**src/rtl/uart_byte_tx_pkg.sv**
```systemverilog
// Shared UART definitions: parity codes, transmitter FSM states, baud divisor rounding.
// Latency: none (declarations only).
// Backpressure: not applicable.
package uart_byte_tx_pkg;

  localparam int UART_PAR_NONE = 0;
  localparam int UART_PAR_ODD  = 1;
  localparam int UART_PAR_EVEN = 2;

  typedef enum logic [2:0] {
    ST_IDLE   = 3'd0,
    ST_START  = 3'd1,
    ST_DATA   = 3'd2,
    ST_PARITY = 3'd3,
    ST_STOP   = 3'd4
  } uart_state_t;

  // Clocks per bit, rounded to nearest so the baud error stays within half a clock.
  function automatic int uart_baud_div(input int clk_freq, input int baud);
    return (clk_freq + baud / 2) / baud;
  endfunction

endpackage

```
**src/rtl/uart_byte_tx_baud_gen.sv**
```systemverilog
// Bit-period counter: counts 0..DIV-1 while enabled and flags the wrap clock.
// Latency: tick is combinational from the registered count (asserted on the count's last clock).
// Backpressure: none; clr has priority over en.
module uart_byte_tx_baud_gen #(
  parameter int DIV = 10,
  parameter int CW  = (DIV > 1) ? $clog2(DIV) : 1
) (
  input  logic          clk,
  input  logic          rst,
  input  logic          clr,
  input  logic          en,
  output logic [CW-1:0] cnt,
  output logic          tick
);

  assign tick = en && (int'(cnt) == DIV - 1);

  // Count one bit period; restart from zero on clear or on wrap.
  always_ff @(posedge clk or posedge rst) begin
    if (rst) begin
      cnt <= '0;
    end else if (clr) begin
      cnt <= '0;
    end else if (en) begin
      cnt <= tick ? '0 : cnt + CW'(1);
    end
  end

endmodule

```
**src/rtl/uart_byte_tx.sv**
```systemverilog
// UART transmitter: one word per valid/ready handshake, framed start/data/[parity]/stop, LSB first.
// Latency: line falls on the clock after the accepting edge; o_done on the last clock of the frame.
// Backpressure: o_ready low for the whole frame; i_valid while busy is ignored (no buffering).
module uart_byte_tx
  import uart_byte_tx_pkg::*;
#(
  parameter int CLK_FREQ  = 50_000_000,
  parameter int BAUD      = 9600,
  parameter int DATA_BITS = 8,
  parameter int PARITY    = 0,
  parameter int STOP_BITS = 1
) (
  input  logic       i_sysclk,
  input  logic       i_rst,
  input  logic [7:0] i_data,
  input  logic       i_valid,
  output logic       o_ready,
  output logic       o_uart_tx,
  output logic       o_busy,
  output logic       o_done
);

  localparam int         BAUD_DIV   = uart_baud_div(CLK_FREQ, BAUD);
  localparam int         CW         = (BAUD_DIV > 1) ? $clog2(BAUD_DIV) : 1;
  localparam logic [7:0] DATA_MASK  = 8'((1 << DATA_BITS) - 1);
  localparam bit         HAS_PARITY = (PARITY != UART_PAR_NONE);

  // Refuse to elaborate an unsupported frame format or a divisor too small to time a bit.
  if (DATA_BITS < 5 || DATA_BITS > 8 || PARITY < 0 || PARITY > 2 ||
      STOP_BITS < 1 || STOP_BITS > 2 || BAUD_DIV < 2) begin : g_bad_params
    $error("uart_byte_tx: illegal DATA_BITS/PARITY/STOP_BITS or BAUD_DIV < 2");
  end

  uart_state_t   state;
  logic [7:0]    shreg;
  logic [2:0]    bit_idx;
  logic          stop_idx;
  logic          par_bit;
  logic [CW-1:0] baud_cnt;
  logic          baud_tick;
  logic          baud_en;
  logic          accept;
  logic          last_data;
  logic          last_stop;
  logic          pre_wrap;

  assign accept    = i_valid && o_ready;
  assign baud_en   = (state != ST_IDLE);
  assign last_data = (int'(bit_idx) == DATA_BITS - 1);
  assign last_stop = (int'(stop_idx) == STOP_BITS - 1);
  // One clock before wrap, so the registered o_done lands on the final clock of the frame.
  assign pre_wrap  = (int'(baud_cnt) == BAUD_DIV - 2);

  uart_byte_tx_baud_gen #(
    .DIV (BAUD_DIV),
    .CW  (CW)
  ) u_baud (
    .clk  (i_sysclk),
    .rst  (i_rst),
    .clr  (accept),
    .en   (baud_en),
    .cnt  (baud_cnt),
    .tick (baud_tick)
  );

  // Frame sequencer: latches the word on acceptance and drives every output from registers.
  always_ff @(posedge i_sysclk or posedge i_rst) begin
    if (i_rst) begin
      state     <= ST_IDLE;
      o_uart_tx <= 1'b1;
      o_ready   <= 1'b1;
      o_busy    <= 1'b0;
      o_done    <= 1'b0;
      shreg     <= '0;
      bit_idx   <= '0;
      stop_idx  <= 1'b0;
      par_bit   <= 1'b0;
    end else begin
      o_done <= 1'b0;
      case (state)
        ST_IDLE: begin
          o_uart_tx <= 1'b1;
          if (accept) begin
            shreg     <= i_data & DATA_MASK;
            par_bit   <= (^(i_data & DATA_MASK)) ^ (PARITY == UART_PAR_ODD);
            o_uart_tx <= 1'b0;
            o_ready   <= 1'b0;
            o_busy    <= 1'b1;
            state     <= ST_START;
          end
        end
        ST_START: begin
          if (baud_tick) begin
            o_uart_tx <= shreg[0];
            shreg     <= {1'b0, shreg[7:1]};
            bit_idx   <= '0;
            state     <= ST_DATA;
          end
        end
        ST_DATA: begin
          if (baud_tick) begin
            if (last_data) begin
              if (HAS_PARITY) begin
                o_uart_tx <= par_bit;
                state     <= ST_PARITY;
              end else begin
                o_uart_tx <= 1'b1;
                stop_idx  <= 1'b0;
                state     <= ST_STOP;
              end
            end else begin
              o_uart_tx <= shreg[0];
              shreg     <= {1'b0, shreg[7:1]};
              bit_idx   <= bit_idx + 3'd1;
            end
          end
        end
        ST_PARITY: begin
          if (baud_tick) begin
            o_uart_tx <= 1'b1;
            stop_idx  <= 1'b0;
            state     <= ST_STOP;
          end
        end
        ST_STOP: begin
          if (last_stop && pre_wrap) begin
            o_done <= 1'b1;
          end
          if (baud_tick) begin
            if (last_stop) begin
              o_ready <= 1'b1;
              o_busy  <= 1'b0;
              state   <= ST_IDLE;
            end else begin
              stop_idx <= 1'b1;
            end
          end
        end
        default: begin
          o_uart_tx <= 1'b1;
          o_ready   <= 1'b1;
          o_busy    <= 1'b0;
          state     <= ST_IDLE;
        end
      endcase
    end
  end

endmodule

```
**config.mk**
```make
export PLATFORM = sky130hd
export DESIGN_NAME = uart_byte_tx
export DESIGN_NICKNAME = d
export VERILOG_FILES = /design/src/rtl/uart_byte_tx_pkg.sv /design/src/rtl/uart_byte_tx_baud_gen.sv /design/src/rtl/uart_byte_tx.sv
export SDC_FILE = /design/constraint.sdc
export NUM_CORES = 1
export LEC_CHECK = 0
export CORE_UTILIZATION = 45
export CTS_BUF_LIST = sky130_fd_sc_hd__clkbuf_8
export CTS_CLUSTER_DIAMETER = 200
export CTS_CLUSTER_SIZE = 40
export DETAILED_ROUTE_END_ITERATION = 6
export GPL_TIMING_DRIVEN = 1
export PLACE_DENSITY_LB_ADDON = 0.05
export SLEW_MARGIN = 30
export SYNTH_ARGS = -nofsm -noshare
export SYNTH_HDL_FRONTEND = slang
export SYNTH_SLANG_ARGS = --single-unit
```
**constraint.sdc**
```tcl
create_clock -name i_sysclk -period 3.5 [get_ports i_sysclk]
set_input_delay 0.525 -clock i_sysclk [delete_from_list [all_inputs] [get_ports i_sysclk]]
set_output_delay 0.525 -clock i_sysclk [all_outputs]
set_load 0.03 [all_outputs]
```
==> key figures <==
Outcome
  • Status: complete, no violations

Placed design
  • Placement Setup Slack: 1.13 ns
  • Routability cong.: 0.772
  • Dpl cell area: 0.00190 mm^2
  • PortBufs: 14
  • Final HPWL DP: 2.34 mm

Setup path
  • CP arrival: 2.45 ns
  • CP max FO: 8
  • Slowest cell on crit path: a211oi_4
  • Worst Path Class, Setup: reg -> reg
  • Largest stage delay, worst path: 0.44 ns
  • Critical Path Sink Type: flip-flop
  • CP most frequent cell: ha_1
  • CP required: 3.67 ns
  • Crit path cell chain: ha_1 -> ha_1 -> or3b_1 -> o21a_1 -> a211oi_4 -> mux2_2
  • Critical path startpoint category: flip-flop

Logic synthesis
  • Synth top cells by count: dfrtp_1 (29), mux2_2 (15), nor2_1 (15), nand2_1 (9)
  • Sequential share of the synthesized area: 45.1%
  • Number of enable flip-flop cells after synthesis: 0
  • Ys Warns: 0
  • Synth area leader: dfrtp_1
  • Post-synthesis async set-or-reset flop share: 100%
  • Primary FF master, synth: dfrtp_1
  • Post-synth net total: 184
  • Synthesized cell area: 0.00173 mm^2
  • Number of distinct library cells after synthesis: 41
  • FF+latch count, synth: 31
  • Most common cell in the netlist: dfrtp_1
  • Synth top area share: 42.1%
  • Area contributors post-synth: dfrtp_1 (42%), mux2_2 (9.8%), nor2_1 (3.3%)
  • Synth Area per Inst: 10.2 um^2
  • Gate Count Post-Synth: 169

Routing
  • Routed WL per cell: 14.4 um
  • Via count: 1308
  • Drt drc: 0
  • Post-DR vias/cell: 5.61
  • DR iter-0 viols: 43
  • Routed WL: 3.36 mm
  • DR pass1 iterations: 4
  • Post-DRT Antenna Nets: 0

Clock tree
  • CTS hold repair buffers: 0
  • Setup Fix Bufs, Post-CTS: 0
  • Largest buffer count on any clock path: 2
  • CTS tree: built
  • H-tree Lvls: 2
  • CTS Sinks: 31
  • Clock latency on the worst-skew pair: 0.29 ns
  • Clock slew at reported path FFs: 0.06 ns
  • CTS Buf Count: 5
  • CTS Root Cell: clkbuf_8
  • PostCTS Resize Cnt: 0

STA
  • RSZ-0062 raised after global routing: false
  • Slew @ Worst Pin: 0.576 ns
  • Setup_tns: 0 ns
  • FMAX: 439 MHz
  • Slew Limit Headroom: 61.6%
  • Fin worst setup slack: 1.22 ns
  • Skew final: 0.00593 ns
  • Tmin final: 2.28 ns
  • Final period util: 65.1%
  • Slew Limit Fails: 0
  • Setup Viol. Count Final: 0
  • Hold Vio Cnt, Final: 0

Cells and area
  • Final instance area: 0.00198 mm^2
  • Area growth syn-to-layout: 14.9%
  • # diodes: 0
  • # fillers: 340
  • NumNets Final: 199
  • Share of layout cells above drive strength 1: 17.3%
  • Final core utilization: 54.2%

GRT
  • Vias in the first global route: 1411
  • Largest net degree at the start of global routing: 32
  • Grt ovf: 0
  • First-pass GRT wire length: 6.10 mm
  • GR Util All Layers: 19.6%
  • Initial antenna violation count: 0

Die
  • I/O pin total: 15
  • # rows: 22
  • Die area: 0.00409 mm^2
  • Die W: 63.9 um
  • Initial core utilization: 47.1%
  • CORE AREA: 0.00366 mm^2
  • Die Height: 63.9 um

Pwr
  • Peak supply drop: 234 uV
  • Final Total Pwr: 0.000654 W
  • Lkg Pwr: 0.829 nW
  • Power per standard cell area: 330 mW/mm^2

Flow run
  • Max Cap Violations: 0

Worst hold path
  • Worst Hold Class: reg -> reg
where the power goes:
group          internal (W)  switching, W  total [W]
clock              0.000132      0.000129   0.000261
sequential         0.000363    0.00000219   0.000365
combinational     0.0000167     0.0000108  0.0000274
worst max-delay path: cells and delay by family, from the launching register on:
| kind | cells | cell delay [ns] |
|---|---|---|
| AOI/OAI and AO/OA | 2 | 0.61 |
| adders and majority gates | 2 | 0.40 |
| DFF | 1 | 0.40 |
| muxes | 1 | 0.39 |
| and+or+nand+nor | 1 | 0.37 |
metal layers:
metal	up-vias	GRT usage, %	part of all wire, %
li1	648	-	-
met3	5	5.36	3.1
met5	-	0	0
met1	635	21.9	44
met4	0	8.52	1.9
met2	20	34.7	51
registers in the layout (all words and copies together), names as in the netlist:
name / cells
u_baud.cnt: 13
shreg: 8
bit_idx: 3
state: 3
o_busy: 1
o_done: 1
o_ready: 1
o_uart_tx: 1
cell usage in the layout, fill, tap and decap left out, types with 3 or more instances in the layout:
| cell type | Yosys | routed |
|---|---|---|
| nand3_1 | 4 | 4 |
| nand2b_1 | 5 | 5 |
| nor2_1 | 15 | 15 |
| ha_1 | 4 | 4 |
| nand4_1 | 8 | 8 |
| xor2_1 | 3 | 3 |
| a21oi_1 | 8 | 8 |
| dfrtp_1 | 29 | 29 |
| inv_1 | 7 | 10 |
| mux2_2 | 15 | 15 |
| nand2_1 | 9 | 9 |
| and4_1 | 3 | 3 |
| nor3_1 | 5 | 5 |
| clkbuf_8 | 0 | 5 |
| or3_1 | 5 | 5 |
| clkdlybuf4s50_1 | 0 | 14 |
| xnor2_1 | 4 | 4 |
| o21ai_0 | 7 | 7 |
cell type report:
class	count	area [um^2]	area share (%)
Sequential cell	31	778	39.2
Inverter	7	26.3	1.32
Tap cell	48	60.1	3.03
Clock inverter	3	11.3	0.568
Timing Repair Buffer	16	155	7.82
Clock buffer	5	68.8	3.47
Multi-Input combinational cell	123	883	44.5
cells by family (layout without fill, tap and decap cells):
logic type,after synthesis,after routing,share of synthesized area (%)
compound gates,29,29,11.9
xor+xnor,7,7,3.55
fa+ha+maj,4,4,2.90
buf+inv,15,31,3.70
flops,31,31,45.1
mux,15,15,9.79
simple gates,68,68,23.1
path summary, 6_finish.rpt:
path	startpoint	endpoint	slack, ns	cells past startpoint
max	bit_idx[0]	shreg[2]	1.22	6
min reg2reg	bit_idx[1]	bit_idx[1]	0.50	1
max reg2reg	bit_idx[0]	shreg[2]	1.22	6
max in group asynchronous	i_rst	o_ready	2.55	3
min	bit_idx[1]	bit_idx[1]	0.50	1
min in group asynchronous	i_rst	u_baud.cnt[10]	0.62	3
through the flow:
step	cells	hold WS, ns
final	233	0.496
after global routing	233	0.525
after CTS	233	0.501
after detailed placement	225	0.487
after global placement	225	0.479
after floorplan	169	0.467
Note: power is estimated with default switching activity, not from simulation.
==> variant (same flow settings) <==
`PARITY`: 0 -> 1.
--- a/src/rtl/uart_byte_tx.sv
+++ b/src/rtl/uart_byte_tx.sv
@@ -8,5 +8,5 @@
   parameter int BAUD      = 9600,
   parameter int DATA_BITS = 8,
-  parameter int PARITY    = 0,
+  parameter int PARITY    = 1,
   parameter int STOP_BITS = 1
 ) (
Check against the original RTL: no difference found for any inputs over 10 cycles, from zero or initial values and one cycle with i_rst high; that may be too few to reach the edited logic, so the function may still have changed.
==> variant against the unedited design <==
Synthesized area is 4.4% higher; largest power group unchanged; non-clock buffer count is 1 higher; power is 16% higher; sequential power is 3% higher; combinational power is 59% higher; first-iteration DRC count is 110% higher; sequential cell count is 1 higher; clock power is 29% higher; clock skew is 0.0015 ns higher; synthesized cell count is 7.7% higher; routed wire length is 1.8% higher; critical path depth is 2 lower; final area is 5.6% higher; worst setup slack worse by 0.27 ns.
==> variant: results (changes against the unedited design) <==
[power]
switching_share_pct = 19.6  ; -2.1 points
vdd_ir_drop_max_mv = 0.308  ; +31%

[critical_path]
crit_slowest_cell = or4_1
ff2ff_path_depth = 4  ; -2
crit_fanout = 14  ; +6
setup.worst_path.end = shreg[1]$_DFFE_PP0P_
crit_path_start = u_baud.cnt[8]$_DFFE_PP0P_
cp.arrival_ns = 2.71  ; +0.26 ns
critical-path-top-delay-family = simple AND/OR/NAND/NOR gates
r2r_end = shreg[1]$_DFFE_PP0P_

[synth]
synth-seq-area-share_pct = 44.6  ; -0.49 points
synth_nets = 197  ; +7.1%
syn-instance-count = 182  ; +7.7%
yosys.area.top_type_share_pct = 41.7  ; -0.36 points
synth_common_cells = dfrtp_1, nor2_1, mux2_2

[sta]
whs_ns = 0.480  ; -0.0161 ns
worstMarginPinSlew_ns = 0.762  ; +0.186 ns
fmaxAchievable_mhz = 392  ; -11%

[min_path]
holdPathStages = 2  ; +1
min_from = par_bit$_DFFE_PP0P_
min_to = par_bit$_DFFE_PP0P_

[global_route]
grt_use_met1_pct = 25.6  ; +3.7 points
grt_use_total_pct = 19.2  ; -0.46 points
grt_pass1_wl_um = 6240  ; +2.3%
grt_pass1_vias = 1376  ; -2.5%
met2_usage_pct = 29.9  ; -4.8 points
use_met3_pct = 4.86  ; -0.50 points

[placement]
place_inst = 238  ; +5.8%
post-place-ws_ns = 0.970  ; -0.161 ns
dpl.hpwl_um = 2440  ; +4.4%

[cells_and_area]
drive_above_1_share_pct = 15.2  ; -2.1 points
nFillCells = 343  ; +0.88%

[route]
viasPerCell = 5.51  ; -1.9%
wl_per_cell_um = 13.9  ; -3.6%
drt_iter0_drc = 90  ; +110%

[run_status]
status = completed

==> variant: worst min-delay path, stage by stage (launching register included) <==
cell,delay [ns]
dfrtp_1,0.34
nand2_1,0.05
o21ai_0,0.06
==> variant: routing by layer <==
layer  vias up  routed length (um)
met3         5                 119
met2        23                1500
met1       638                1750
met4         0                  40
met5         -                   0
li1        689                   -
==> variant: kinds of logic after synthesis <==
logic type | Yosys count | synth area share [%]
simple gates | 68 | 20.1
compound gates | 33 | 12.3
flops | 32 | 44.6
mux | 16 | 9.87
xor+xnor | 15 | 7.30
buf+inv | 14 | 3.06
fa+ha+maj | 4 | 2.78
==> variant: layout make-up <==
class                   count  area [um2]  share of cell area, %
clock buffers               5        68.8                   3.29
well taps                  48        60.1                   2.87
multi-input cells         136         942                   45.0
clock inverters             3        38.8                   1.85
flip-flops and latches     32         803                   38.4
inverters                   5        18.8                  0.896
repair buffers             17         163                   7.77
